File: src/rtl/rgb_to_yuv_encoder_if.sv
// SRAM port and frame handshake between the RGB-to-YUV encoder and the memory side.
// The encoder takes the master modport; the SRAM/controller side takes the slave modport.
interface rgb_to_yuv_encoder_if;
    logic        startF;
    logic        endF;
    logic [17:0] SRAM_address;
    logic [15:0] SRAM_write_data;
    logic        SRAM_we_n;
    logic [15:0] SRAM_read_data;

    modport master (
        input  startF,
        input  SRAM_read_data,
        output endF,
        output SRAM_address,
        output SRAM_write_data,
        output SRAM_we_n
    );

    modport slave (
        output startF,
        output SRAM_read_data,
        input  endF,
        input  SRAM_address,
        input  SRAM_write_data,
        input  SRAM_we_n
    );
endinterface

File: src/rtl/rgb_to_yuv_encoder.sv
// Frame encoder: reads interleaved RGB from SRAM, converts 4-pixel groups to BT.601 Y/U/V
// with 2:1 horizontal chroma decimation, and writes the packed planes back (20 cycles/group).
module rgb_to_yuv_encoder #(
    parameter int unsigned IMG_WIDTH  = 320,
    parameter int unsigned IMG_HEIGHT = 240,
    parameter logic [17:0] Y_BASE     = 18'd0,
    parameter logic [17:0] U_BASE     = 18'd38400,
    parameter logic [17:0] V_BASE     = 18'd57600,
    parameter logic [17:0] RGB_BASE   = 18'd146944
) (
    input  logic                        Clock,
    input  logic                        Reset,
    rgb_to_yuv_encoder_if.master        bus
);

    localparam int unsigned N_GROUPS = (IMG_WIDTH * IMG_HEIGHT) / 4;
    localparam int unsigned GRP_W    = (N_GROUPS > 1) ? $clog2(N_GROUPS) : 1;
    localparam logic [GRP_W-1:0] LAST_GRP = GRP_W'(N_GROUPS - 1);

    localparam logic signed [31:0] C_YR =  32'sd16843;
    localparam logic signed [31:0] C_YG =  32'sd33030;
    localparam logic signed [31:0] C_YB =  32'sd6423;
    localparam logic signed [31:0] C_UR = -32'sd9699;
    localparam logic signed [31:0] C_UG = -32'sd19071;
    localparam logic signed [31:0] C_UB =  32'sd28770;
    localparam logic signed [31:0] C_VR =  32'sd28770;
    localparam logic signed [31:0] C_VG = -32'sd24117;
    localparam logic signed [31:0] C_VB = -32'sd4653;
    localparam logic signed [31:0] OFF_Y  = (32'sd16  <<< 16) + 32'sd32768;
    localparam logic signed [31:0] OFF_UV = (32'sd128 <<< 16) + 32'sd32768;
    localparam logic signed [31:0] ACC_SAT = 32'sd16777216;

    typedef enum logic [1:0] {
        S_IDLE,
        S_READ,
        S_CALC,
        S_WRITE
    } state_e;

    state_e            state_q;
    logic [2:0]        phase_q;
    logic [GRP_W-1:0]  grp_q;
    logic [17:0]       rgb_q;
    logic [17:0]       ycnt_q;
    logic [17:0]       ucnt_q;
    logic [17:0]       vcnt_q;
    logic [17:0]       addr_q;
    logic [15:0]       wdata_q;
    logic              we_n_q;
    logic              endf_q;
    logic [5:0][15:0]  word_q;
    logic [3:0][7:0]   yres_q;
    logic [1:0][7:0]   ures_q;
    logic [1:0][7:0]   vres_q;

    logic [7:0]         rgb_byte [12];
    logic [1:0]         pix_sel;
    logic [7:0]         pix_r, pix_g, pix_b;
    logic signed [31:0] coef_r, coef_g, coef_b, offset;
    logic signed [31:0] opr_r, opr_g, opr_b;
    logic signed [31:0] prod_r, prod_g, prod_b;
    logic signed [31:0] acc;
    logic [7:0]         conv_d;

    // The six source words are shifted in oldest-first, so word 0 ends up in word_q[5].
    always_comb begin
        for (int i = 0; i < 6; i++) begin
            rgb_byte[2*i]   = word_q[5-i][15:8];
            rgb_byte[2*i+1] = word_q[5-i][7:0];
        end
    end

    // C0..C3 pick pixels 0..3 for Y; C4..C7 pick pixel 0 or 2 for chroma.
    always_comb begin
        pix_sel = phase_q[2] ? {phase_q[0], 1'b0} : phase_q[1:0];
        pix_r   = rgb_byte[0];
        pix_g   = rgb_byte[1];
        pix_b   = rgb_byte[2];
        unique case (pix_sel)
            2'd0: begin pix_r = rgb_byte[0]; pix_g = rgb_byte[1];  pix_b = rgb_byte[2];  end
            2'd1: begin pix_r = rgb_byte[3]; pix_g = rgb_byte[4];  pix_b = rgb_byte[5];  end
            2'd2: begin pix_r = rgb_byte[6]; pix_g = rgb_byte[7];  pix_b = rgb_byte[8];  end
            2'd3: begin pix_r = rgb_byte[9]; pix_g = rgb_byte[10]; pix_b = rgb_byte[11]; end
        endcase
    end

    always_comb begin
        coef_r = C_YR;
        coef_g = C_YG;
        coef_b = C_YB;
        offset = OFF_Y;
        if (phase_q[2]) begin
            offset = OFF_UV;
            if (phase_q[1]) begin
                coef_r = C_VR;
                coef_g = C_VG;
                coef_b = C_VB;
            end else begin
                coef_r = C_UR;
                coef_g = C_UG;
                coef_b = C_UB;
            end
        end
    end

    // Three shared signed multipliers; one Y, U or V sample per cycle.
    always_comb begin
        opr_r  = $signed({24'd0, pix_r});
        opr_g  = $signed({24'd0, pix_g});
        opr_b  = $signed({24'd0, pix_b});
        prod_r = coef_r * opr_r;
        prod_g = coef_g * opr_g;
        prod_b = coef_b * opr_b;
        acc    = prod_r + prod_g + prod_b + offset;
        if (acc < 32'sd0) begin
            conv_d = 8'd0;
        end else if (acc >= ACC_SAT) begin
            conv_d = 8'd255;
        end else begin
            conv_d = acc[23:16];
        end
    end

    always_ff @(posedge Clock) begin
        if (Reset) begin
            state_q <= S_IDLE;
            phase_q <= 3'd0;
            grp_q   <= '0;
            rgb_q   <= RGB_BASE;
            ycnt_q  <= Y_BASE;
            ucnt_q  <= U_BASE;
            vcnt_q  <= V_BASE;
            addr_q  <= 18'd0;
            wdata_q <= 16'd0;
            we_n_q  <= 1'b1;
            endf_q  <= 1'b0;
            word_q  <= '0;
            yres_q  <= '0;
            ures_q  <= '0;
            vres_q  <= '0;
        end else begin
            unique case (state_q)
                S_IDLE: begin
                    we_n_q <= 1'b1;
                    if (bus.startF) begin
                        endf_q  <= 1'b0;
                        grp_q   <= '0;
                        ycnt_q  <= Y_BASE;
                        ucnt_q  <= U_BASE;
                        vcnt_q  <= V_BASE;
                        addr_q  <= RGB_BASE;
                        rgb_q   <= RGB_BASE + 18'd1;
                        phase_q <= 3'd0;
                        state_q <= S_READ;
                    end
                end

                // R0..R5 present addresses; data returns two cycles later (R2..R7).
                S_READ: begin
                    we_n_q <= 1'b1;
                    if (phase_q <= 3'd4) begin
                        addr_q <= rgb_q;
                        rgb_q  <= rgb_q + 18'd1;
                    end
                    if (phase_q >= 3'd2) begin
                        word_q <= {word_q[4:0], bus.SRAM_read_data};
                    end
                    phase_q <= phase_q + 3'd1;
                    if (phase_q == 3'd7) begin
                        state_q <= S_CALC;
                    end
                end

                S_CALC: begin
                    if (!phase_q[2]) begin
                        yres_q[phase_q[1:0]] <= conv_d;
                    end else if (!phase_q[1]) begin
                        ures_q[phase_q[0]] <= conv_d;
                    end else begin
                        vres_q[phase_q[0]] <= conv_d;
                    end
                    phase_q <= phase_q + 3'd1;
                    if (phase_q == 3'd7) begin
                        state_q <= S_WRITE;
                        we_n_q  <= 1'b0;
                        addr_q  <= ycnt_q;
                        ycnt_q  <= ycnt_q + 18'd1;
                        wdata_q <= {yres_q[0], yres_q[1]};
                    end
                end

                S_WRITE: begin
                    phase_q <= phase_q + 3'd1;
                    unique case (phase_q[1:0])
                        2'd0: begin
                            addr_q  <= ycnt_q;
                            ycnt_q  <= ycnt_q + 18'd1;
                            wdata_q <= {yres_q[2], yres_q[3]};
                        end
                        2'd1: begin
                            addr_q  <= ucnt_q;
                            ucnt_q  <= ucnt_q + 18'd1;
                            wdata_q <= {ures_q[0], ures_q[1]};
                        end
                        2'd2: begin
                            addr_q  <= vcnt_q;
                            vcnt_q  <= vcnt_q + 18'd1;
                            wdata_q <= {vres_q[0], vres_q[1]};
                        end
                        2'd3: begin
                            we_n_q  <= 1'b1;
                            phase_q <= 3'd0;
                            if (grp_q == LAST_GRP) begin
                                endf_q  <= 1'b1;
                                state_q <= S_IDLE;
                            end else begin
                                grp_q   <= grp_q + GRP_W'(1);
                                addr_q  <= rgb_q;
                                rgb_q   <= rgb_q + 18'd1;
                                state_q <= S_READ;
                            end
                        end
                    endcase
                end
            endcase
        end
    end

    assign bus.endF            = endf_q;
    assign bus.SRAM_address    = addr_q;
    assign bus.SRAM_write_data = wdata_q;
    assign bus.SRAM_we_n       = we_n_q;

endmodule

File: src/flat_wrapper.sv
// flat-port wrapper written by rule: the top's interface ports become plain ports
module rgb_to_yuv_encoder_flat 
#(
    parameter int unsigned IMG_WIDTH  = 320,
    parameter int unsigned IMG_HEIGHT = 240,
    parameter logic [17:0] Y_BASE     = 18'd0,
    parameter logic [17:0] U_BASE     = 18'd38400,
    parameter logic [17:0] V_BASE     = 18'd57600,
    parameter logic [17:0] RGB_BASE   = 18'd146944
)
  (Clock, Reset, bus_startF, bus_SRAM_read_data, bus_endF, bus_SRAM_address, bus_SRAM_write_data, bus_SRAM_we_n);
  rgb_to_yuv_encoder_if bus_i ();
  input  logic Clock;
  input  logic Reset;
  input wire logic [$bits(bus_i.startF)-1:0] bus_startF;
  input wire logic [$bits(bus_i.SRAM_read_data)-1:0] bus_SRAM_read_data;
  output wire logic [$bits(bus_i.endF)-1:0] bus_endF;
  output wire logic [$bits(bus_i.SRAM_address)-1:0] bus_SRAM_address;
  output wire logic [$bits(bus_i.SRAM_write_data)-1:0] bus_SRAM_write_data;
  output wire logic [$bits(bus_i.SRAM_we_n)-1:0] bus_SRAM_we_n;
  assign bus_i.startF = bus_startF;
  assign bus_i.SRAM_read_data = bus_SRAM_read_data;
  assign bus_endF = bus_i.endF;
  assign bus_SRAM_address = bus_i.SRAM_address;
  assign bus_SRAM_write_data = bus_i.SRAM_write_data;
  assign bus_SRAM_we_n = bus_i.SRAM_we_n;
  rgb_to_yuv_encoder #(.IMG_WIDTH(IMG_WIDTH), .IMG_HEIGHT(IMG_HEIGHT), .Y_BASE(Y_BASE), .U_BASE(U_BASE), .V_BASE(V_BASE), .RGB_BASE(RGB_BASE)) u_core (.Clock(Clock), .Reset(Reset), .bus(bus_i));
endmodule
File: config.mk
export PLATFORM = sky130hd
export DESIGN_NAME = rgb_to_yuv_encoder_flat
export DESIGN_NICKNAME = d
export VERILOG_FILES = /design/src/rtl/rgb_to_yuv_encoder_if.sv /design/src/rtl/rgb_to_yuv_encoder.sv /design/src/flat_wrapper.sv
export SDC_FILE = /design/constraint.sdc
export NUM_CORES = 1
export LEC_CHECK = 0
export ABC_AREA = 1
export BUFFER_PORTS_ARGS = -buffer_cell sky130_fd_sc_hd__buf_2
export CAP_MARGIN = 15
export CORE_ASPECT_RATIO = 1.2
export CORE_MARGIN = 2
export CORE_UTILIZATION = 55
export CTS_CLUSTER_DIAMETER = 60
export CTS_CLUSTER_SIZE = 30
export DETAILED_ROUTE_END_ITERATION = 8
export GPL_TIMING_DRIVEN = 1
export PLACE_DENSITY_LB_ADDON = 0.2
export REMOVE_ABC_BUFFERS = 1
export SLEW_MARGIN = 15
export SYNTH_ARGS = -nofsm -noshare
export SYNTH_HDL_FRONTEND = slang
export SYNTH_SLANG_ARGS = --single-unit
File: constraint.sdc
create_clock -name Clock -period 16.35 [get_ports Clock]
set_input_delay 3.27 -clock Clock [delete_from_list [all_inputs] [get_ports Clock]]
set_output_delay 3.27 -clock Clock [all_outputs]
set_load 0.01 [all_outputs]
# After elaboration in Yosys (flattened, before gate mapping)
# Cells that the tools add are included.
dict set report classes {
  addsub 9
  eq_ne 23
  n_mux 64
  n_bitwise 2
  order_cmp 8
  mul 3
  n_reduce_logical 25
}
# cell n
set op_table {}
lappend op_table {{$mux 18} 15}
lappend op_table {{$mux 32} 5}
lappend op_table {{$pmux 18 s4} 2}
lappend op_table {{$pmux 18 s3} 2}
lappend op_table {{$mul 32x9->32} 3}
lappend op_table {{$pmux 8 s4} 3}
lappend op_table {{$add 18x1->18 const B} 4}
lappend op_table {{$pmux 18 s2} 2}
lappend op_table {{$add 32x32->32} 2}
lappend op_table {{$pmux 16 s3} 1}
lappend op_table {{$mux 15} 3}
lappend op_table {{$add 32x25->32} 1}
lappend op_table {{$bwmux 16} 2}
lappend op_table {{$bwmux 32} 1}
lappend op_table {{$ge 32x26->1 const B} 1}
lappend op_table {{$lt 32x1->1 const B} 1}
lappend op_table {{$mux 8} 4}
lappend op_table {{$pmux 16 s2} 1}
lappend op_table {{$pmux 15 s2} 1}
lappend op_table {{$mux 24} 1}
lappend op_table {{$reduce_and 4->1} 5}
lappend op_table {{$demux 8 s2} 1}
lappend op_table {{$mux 16} 1}
lappend op_table {{$add 15x1->15 const B} 1}
lappend op_table {{33 further kinds} 71}
dict set report totals {
  inputBits 19
  elab_cells 159
  regBits 288
}

# Depth between registers and ports, before layout
dict set report logic_depth {
  ltp_word 11
  mapped_depth 41
  ltp_nobuf 40
}

# Worst setup path after synthesis
# OpenSTA, ideal clock, no wires.
dict set report synth_timing {
  path_type {register -> register}
  from {register u_core.phase_q[2]}
  to {register u_core.vres_q[0] (netlist bit)}
  setup_slack_ps 8724
  arrival_ps 7498
  setup_time_ps 128
  path_stages_with_launch 33
  path_cell_list {dfxtp_1 buf_4 a21oi_2 nor2_1 inv_2 buf_2 buf_4 o22ai_1 nor2_1 fa_1 inv_1 fa_1 fa_1 fa_1 inv_1 fa_1 inv_1 fa_1 fa_1 inv_1 ha_1 a21oi_1 nand2_1 nand2_1 nand2_1 a21oi_1 nand3b_1 nand2_1 nand2_1 nor2_1 nand2_4 o21bai_4 a21oi_1}
}
dict set report synth_between {
  elab_chain_len 11
  elab_cells_between_ends 24
  classes_between {add/sub (3); mul (3); order compare (2); eq/ne (3); mux (11); reduce/logical (2)}
}
# element line_no
set synth_rtl {}
lappend synth_rtl {{start, declared} rgb_to_yuv_encoder.sv:41} ;# logic [2:0] phase_q;
lappend synth_rtl {{start signal, assigned} rgb_to_yuv_encoder.sv:168} ;# phase_q <= phase_q + 3'd1;
lappend synth_rtl {{start signal, assigned} rgb_to_yuv_encoder.sv:182} ;# phase_q <= phase_q + 3'd1;
lappend synth_rtl {{start signal, assigned} rgb_to_yuv_encoder.sv:193} ;# phase_q <= phase_q + 3'd1;
lappend synth_rtl {{$mux 2} rgb_to_yuv_encoder.sv:75} ;# pix_sel = phase_q[2] ? {phase_q[0], 1'b0} : phase_q[1:0];
lappend synth_rtl {{$eq 2x2->1 (tied with other cells)} rgb_to_yuv_encoder.sv:79} ;# unique case (pix_sel)
lappend synth_rtl {{$pmux 8 s4} rgb_to_yuv_encoder.sv:79}
lappend synth_rtl {{$mul 32x9->32, on equally long branches} {rgb_to_yuv_encoder.sv:111, rgb_to_yuv_encoder.sv:112}}
lappend synth_rtl {{$add 32x32->32 (2 in series)} rgb_to_yuv_encoder.sv:114} ;# acc = prod_r + prod_g + prod_b + offset;
lappend synth_rtl {{$add 32x25->32} rgb_to_yuv_encoder.sv:114}
lappend synth_rtl {{$ge 32x26->1} rgb_to_yuv_encoder.sv:117} ;# end else if (acc >= ACC_SAT) begin
lappend synth_rtl {{$mux 8} rgb_to_yuv_encoder.sv:117}
lappend synth_rtl {{$mux 8} rgb_to_yuv_encoder.sv:115} ;# if (acc < 32'sd0) begin
lappend synth_rtl {{$bwmux 16} rgb_to_yuv_encoder.sv:180} ;# vres_q[phase_q[0]] <= conv_d;
lappend synth_rtl {{end signal, assigned by index} rgb_to_yuv_encoder.sv:180}
lappend synth_rtl {{end, declared} rgb_to_yuv_encoder.sv:54} ;# logic [1:0][7:0] vres_q;
# Parallel ways exist; a longest one is shown, timed or not.
# A chain may end at the register's enable or synchronous reset.

# Worst setup path in the final report
dict set report layout_timing {
  from {register u_core.phase_q[2]}
  to {register u_core.vres_q[15] (netlist bit)}
}
# The elaborated chain is that of the path after synthesis.

==> Implementation_results.wiki <==
{| class="wikitable"
! Metric !! Value
|-
| Pin count of the biggest net entering global routing || 121
|-
| Number of synthesized register bits || 288
|-
| Average via count per standard cell || 5.49
|-
| Most common cell in the netlist || sky130_fd_sc_hd__inv_1
|-
| Worst path required time || 16.75 ns
|-
| Average instance area after synthesis || 7.87 um^2
|-
| Max-slew violation count || 0
|-
| Die height || 245 um
|-
| Overflow after GRT || 0
|-
| Proportion of register bits with asynchronous set or reset after synthesis || 0%
|-
| Worst relative slew slack || 20.4%
|-
| DR WL/cell || 18.1 um
|-
| RSZ-0062 raised after global routing || no
|-
| Minimum setup slack among reg-to-reg paths || 6.85 ns
|-
| Type of the worst setup path || register to register
|-
| Starting utilization of the core area || 55.5%
|-
| Layout cell share with drive strength beyond 1 || 5.49%
|-
| Peak fanout along the critical path || 21
|-
| Number of antenna cells inserted || 0
|-
| Yosys top cell by area || sky130_fd_sc_hd__fa_1
|-
| Sink Count || 288
|-
| Final min period || 9.50 ns
|-
| Signed area change from the synthesized netlist to the final layout || 6.00%
|-
| Number of search-and-repair iterations in the first detailed-routing pass || 5
|-
| Cell with the largest stage delay on the worst path || sky130_fd_sc_hd__nor2_2
|-
| Clock tree from TritonCTS || done
|-
| Crit path capture || u_core.vres_q[15]$_SDFFE_PP0P_
|-
| Count of buffers inserted at the top-level ports || 54
|-
| Final setup fails || 0
|-
| Number of unique standard cell types used by synthesis || 51
|-
| Crit path top cell by count || sky130_fd_sc_hd__fa_1
|-
| HP Start || u_core.bus.SRAM_address[5]$_SDFFE_PP0P_
|-
| Overall die area || 50200 um^2
|-
| DRT iter0 DRCs || 1489
|-
| Run status || finished clean
|-
| Hold buffer count at CTS || 0
|-
| Cts bufs inserted || 22
|-
| Final weighted congestion in routability-driven placement || 0.988
|-
| Actual slew at the worst max-slew pin || 1.19 ns
|-
| Clk Latency, worst-skew pair || 0.55 ns
|-
| Count of instances resized after the clock tree is built || 0
|-
| Critical Path Source Type || register
|-
| Critical register-to-register path startpoint || u_core.phase_q[2]$_SDFFE_PP0N_
|-
| Detailed Place HPWL || 58300 um
|-
| Largest cells by area after synthesis || sky130_fd_sc_hd__fa_1 (26%), sky130_fd_sc_hd__dfxtp_1 (22%), sky130_fd_sc_hd__inv_1 (10%), sky130_fd_sc_hd__ha_1 (9.6%), sky130_fd_sc_hd__nand2_1 (6.3%)
|-
| Slowest cell delay on critical path || 0.74 ns
|-
| Count of vias placed by the detailed router || 22100
|-
| Sequential fraction of the synthesis area || 21.6%
|-
| Core Rows || 88
|-
| Ratio of final minimum period to clock period || 58.1%
|-
| Total negative slack for setup checks || 0 ns
|-
| DR DRC count || 0
|-
| Number of global-route vias before repair || 23000
|-
| Wire length of the first global-routing pass || 120000 um
|-
| Main flop type after synthesis || sky130_fd_sc_hd__dfxtp_1
|-
| Synth Warn # || 0
|-
| Ranking of synthesized cells by instance count || sky130_fd_sc_hd__inv_1 (745), sky130_fd_sc_hd__nand2_1 (445), sky130_fd_sc_hd__nor2_1 (411), sky130_fd_sc_hd__fa_1 (350), sky130_fd_sc_hd__dfxtp_1 (288)
|-
| Root Driver || sky130_fd_sc_hd__clkbuf_16
|-
| Post-CTS repair timing setup buffer count || 0
|-
| Layout Skew || 0.0244 ns
|-
| Reg clk slew, reported paths || 0.09 ns
|-
| Worst EP arrival || 9.90 ns
|-
| Peak clock frequency supported by timing || 105 MHz
|-
| Area of the core region || 48000 um^2
|-
| Cell count after synthesis || 3384
|-
| Final core utilization || 58.8%
|-
| Origin of the worst setup path || u_core.phase_q[2]$_SDFFE_PP0N_
|-
| GRT Util Overall || 30.2%
|-
| Post-synth design cell area || 26600 um^2
|-
| Die W || 205 um
|-
| Number of nets at the end of the flow || 3947
|-
| Number of maximum-capacitance constraint violations || 0
|-
| Final standard cell count with taps included and fillers excluded || 4020
|-
| Terminus of the critical flop-to-flop path || u_core.vres_q[15]$_SDFFE_PP0P_
|-
| Antenna-violating nets left || 0
|-
| Kind of path behind the tightest hold check || register to register
|-
| Final Instance Area || 28200 um^2
|-
| Final Hold Viols || 0
|-
| Total routed wirelength || 72900 um
|-
| Antenna violations before repair || 0
|-
| # IOs || 55
|-
| Worst-case clock buffer depth || 3
|-
| Dpl cell area || 27500 um^2
|-
| Worst reg-to-reg path cell count || 33
|-
| Placed Cells || 3980
|-
| Post-synth EDFFs || 0
|-
| Fraction of synthesized cell area taken by the top area cell type || 26.3%
|-
| Deepest level of the CTS H-tree || 1
|-
| Category of the worst setup path capture point || register
|}
-- logic make-up after synthesis --
| family | after synthesis | synth area share, % |
|---|---|---|
| AND/OR/NAND/NOR | 1049 | 16.4 |
| buffers and inverters | 871 | 12.4 |
| AO/OA/AOI/OAI | 599 | 12.9 |
| adder cells (fa/ha/maj) | 554 | 35.9 |
| flip-flops | 288 | 21.6 |
| XOR/XNOR | 23 | 0.756 |
-- placed cells by master, fill, tap and decap left out, types with 9 or more instances in the layout --
| cell | n |
|---|---|
| sky130_fd_sc_hd__xnor2_1 | 9 |
| sky130_fd_sc_hd__o22ai_1 | 16 |
| sky130_fd_sc_hd__o221ai_1 | 29 |
| sky130_fd_sc_hd__nor2_1 | 408 |
| sky130_fd_sc_hd__dfxtp_1 | 288 |
| sky130_fd_sc_hd__o211ai_1 | 21 |
| sky130_fd_sc_hd__ha_1 | 204 |
| sky130_fd_sc_hd__buf_4 | 26 |
| sky130_fd_sc_hd__xor2_1 | 14 |
| sky130_fd_sc_hd__inv_1 | 744 |
| sky130_fd_sc_hd__a21oi_1 | 179 |
| sky130_fd_sc_hd__o21ai_0 | 264 |
| sky130_fd_sc_hd__nor2_2 | 21 |
| sky130_fd_sc_hd__a31oi_1 | 25 |
| sky130_fd_sc_hd__clkbuf_16 | 23 |
| sky130_fd_sc_hd__fa_1 | 350 |
| sky130_fd_sc_hd__nand3_1 | 77 |
| sky130_fd_sc_hd__nor4_1 | 10 |
| sky130_fd_sc_hd__o21ai_1 | 20 |
| sky130_fd_sc_hd__nand2_1 | 445 |
| sky130_fd_sc_hd__inv_2 | 10 |
| sky130_fd_sc_hd__nor3_1 | 36 |
| sky130_fd_sc_hd__buf_2 | 54 |
| sky130_fd_sc_hd__nand4_1 | 27 |
-- worst max-delay path: cells and delay by family, from the launching register on --
| kind | cells | cell delay (ns) |
|---|---|---|
| AO/OA/AOI/OAI | 4 | 0.85 |
| buffers and inverters | 6 | 0.65 |
| adder cells (fa/ha/maj) | 8 | 4.15 |
| AND/OR/NAND/NOR | 15 | 2.95 |
| flip-flops | 1 | 0.72 |
-- metal layers --
layer  vias to the layer above  GRT usage (%)  share of wire (%)
met5                         -              0                  0
met4                         0           15.2                5.6
met3                       196           2.77                5.0
met2                       696           52.6                 50
met1                     10700           37.2                 40
li1                      10500              -                  -
-- worst min path at each step --
stage	to	depth (start not counted)	slack (ns)
after global placement	u_core.vcnt_q[17]$_SDFFE_PP0P_	1	0.45
after floorplan	u_core.ucnt_q[17]$_SDFFE_PP0P_	1	0.42
after CTS	u_core.vcnt_q[17]$_SDFFE_PP0P_	1	0.46
after global routing	u_core.bus.SRAM_address[6]$_SDFFE_PP0P_	2	0.48
after detailed placement	u_core.vcnt_q[17]$_SDFFE_PP0P_	1	0.44
final	u_core.bus.SRAM_address[5]$_SDFFE_PP0P_	2	0.46
-- registers in the layout, summed over array words and instances (netlist names) --
name                        count
u_core.bus.endF                 1
u_core.state_q                  2
u_core.vcnt_q                  18
u_core.grp_q                   15
u_core.phase_q                  3
u_core.rgb_q                   18
u_core.ures_q                  16
u_core.yres_q                  32
u_core.bus.SRAM_address        18
u_core.ycnt_q                  18
u_core.rgb_byte                96
u_core.bus.SRAM_we_n            1
u_core.vres_q                  16
u_core.bus.SRAM_write_data     16
u_core.ucnt_q                  18
-- layout make-up --
cell class | count | area (um^2)
tap | 630 | 788
multi-input combinational | 2225 | 17600
fill | 4439 | 19800
clock buffer | 25 | 583
sequential | 288 | 5770
inverter | 757 | 2840
timing repair buffer | 80 | 465
clock inverter | 15 | 184
-- through the flow --
stage,hold slack (ns),worst slack (ns)
6_report,0.463,6.85
5_1_grt,0.481,6.05
4_1_cts,0.460,6.80
3_5_place_dp,0.443,6.84
3_3_place_gp,0.449,7.07
2_1_floorplan,0.424,8.21
Power is left out: the tool's default activity adds up to more than one toggle a clock period on the data nets, which glitch-free logic cannot reach.
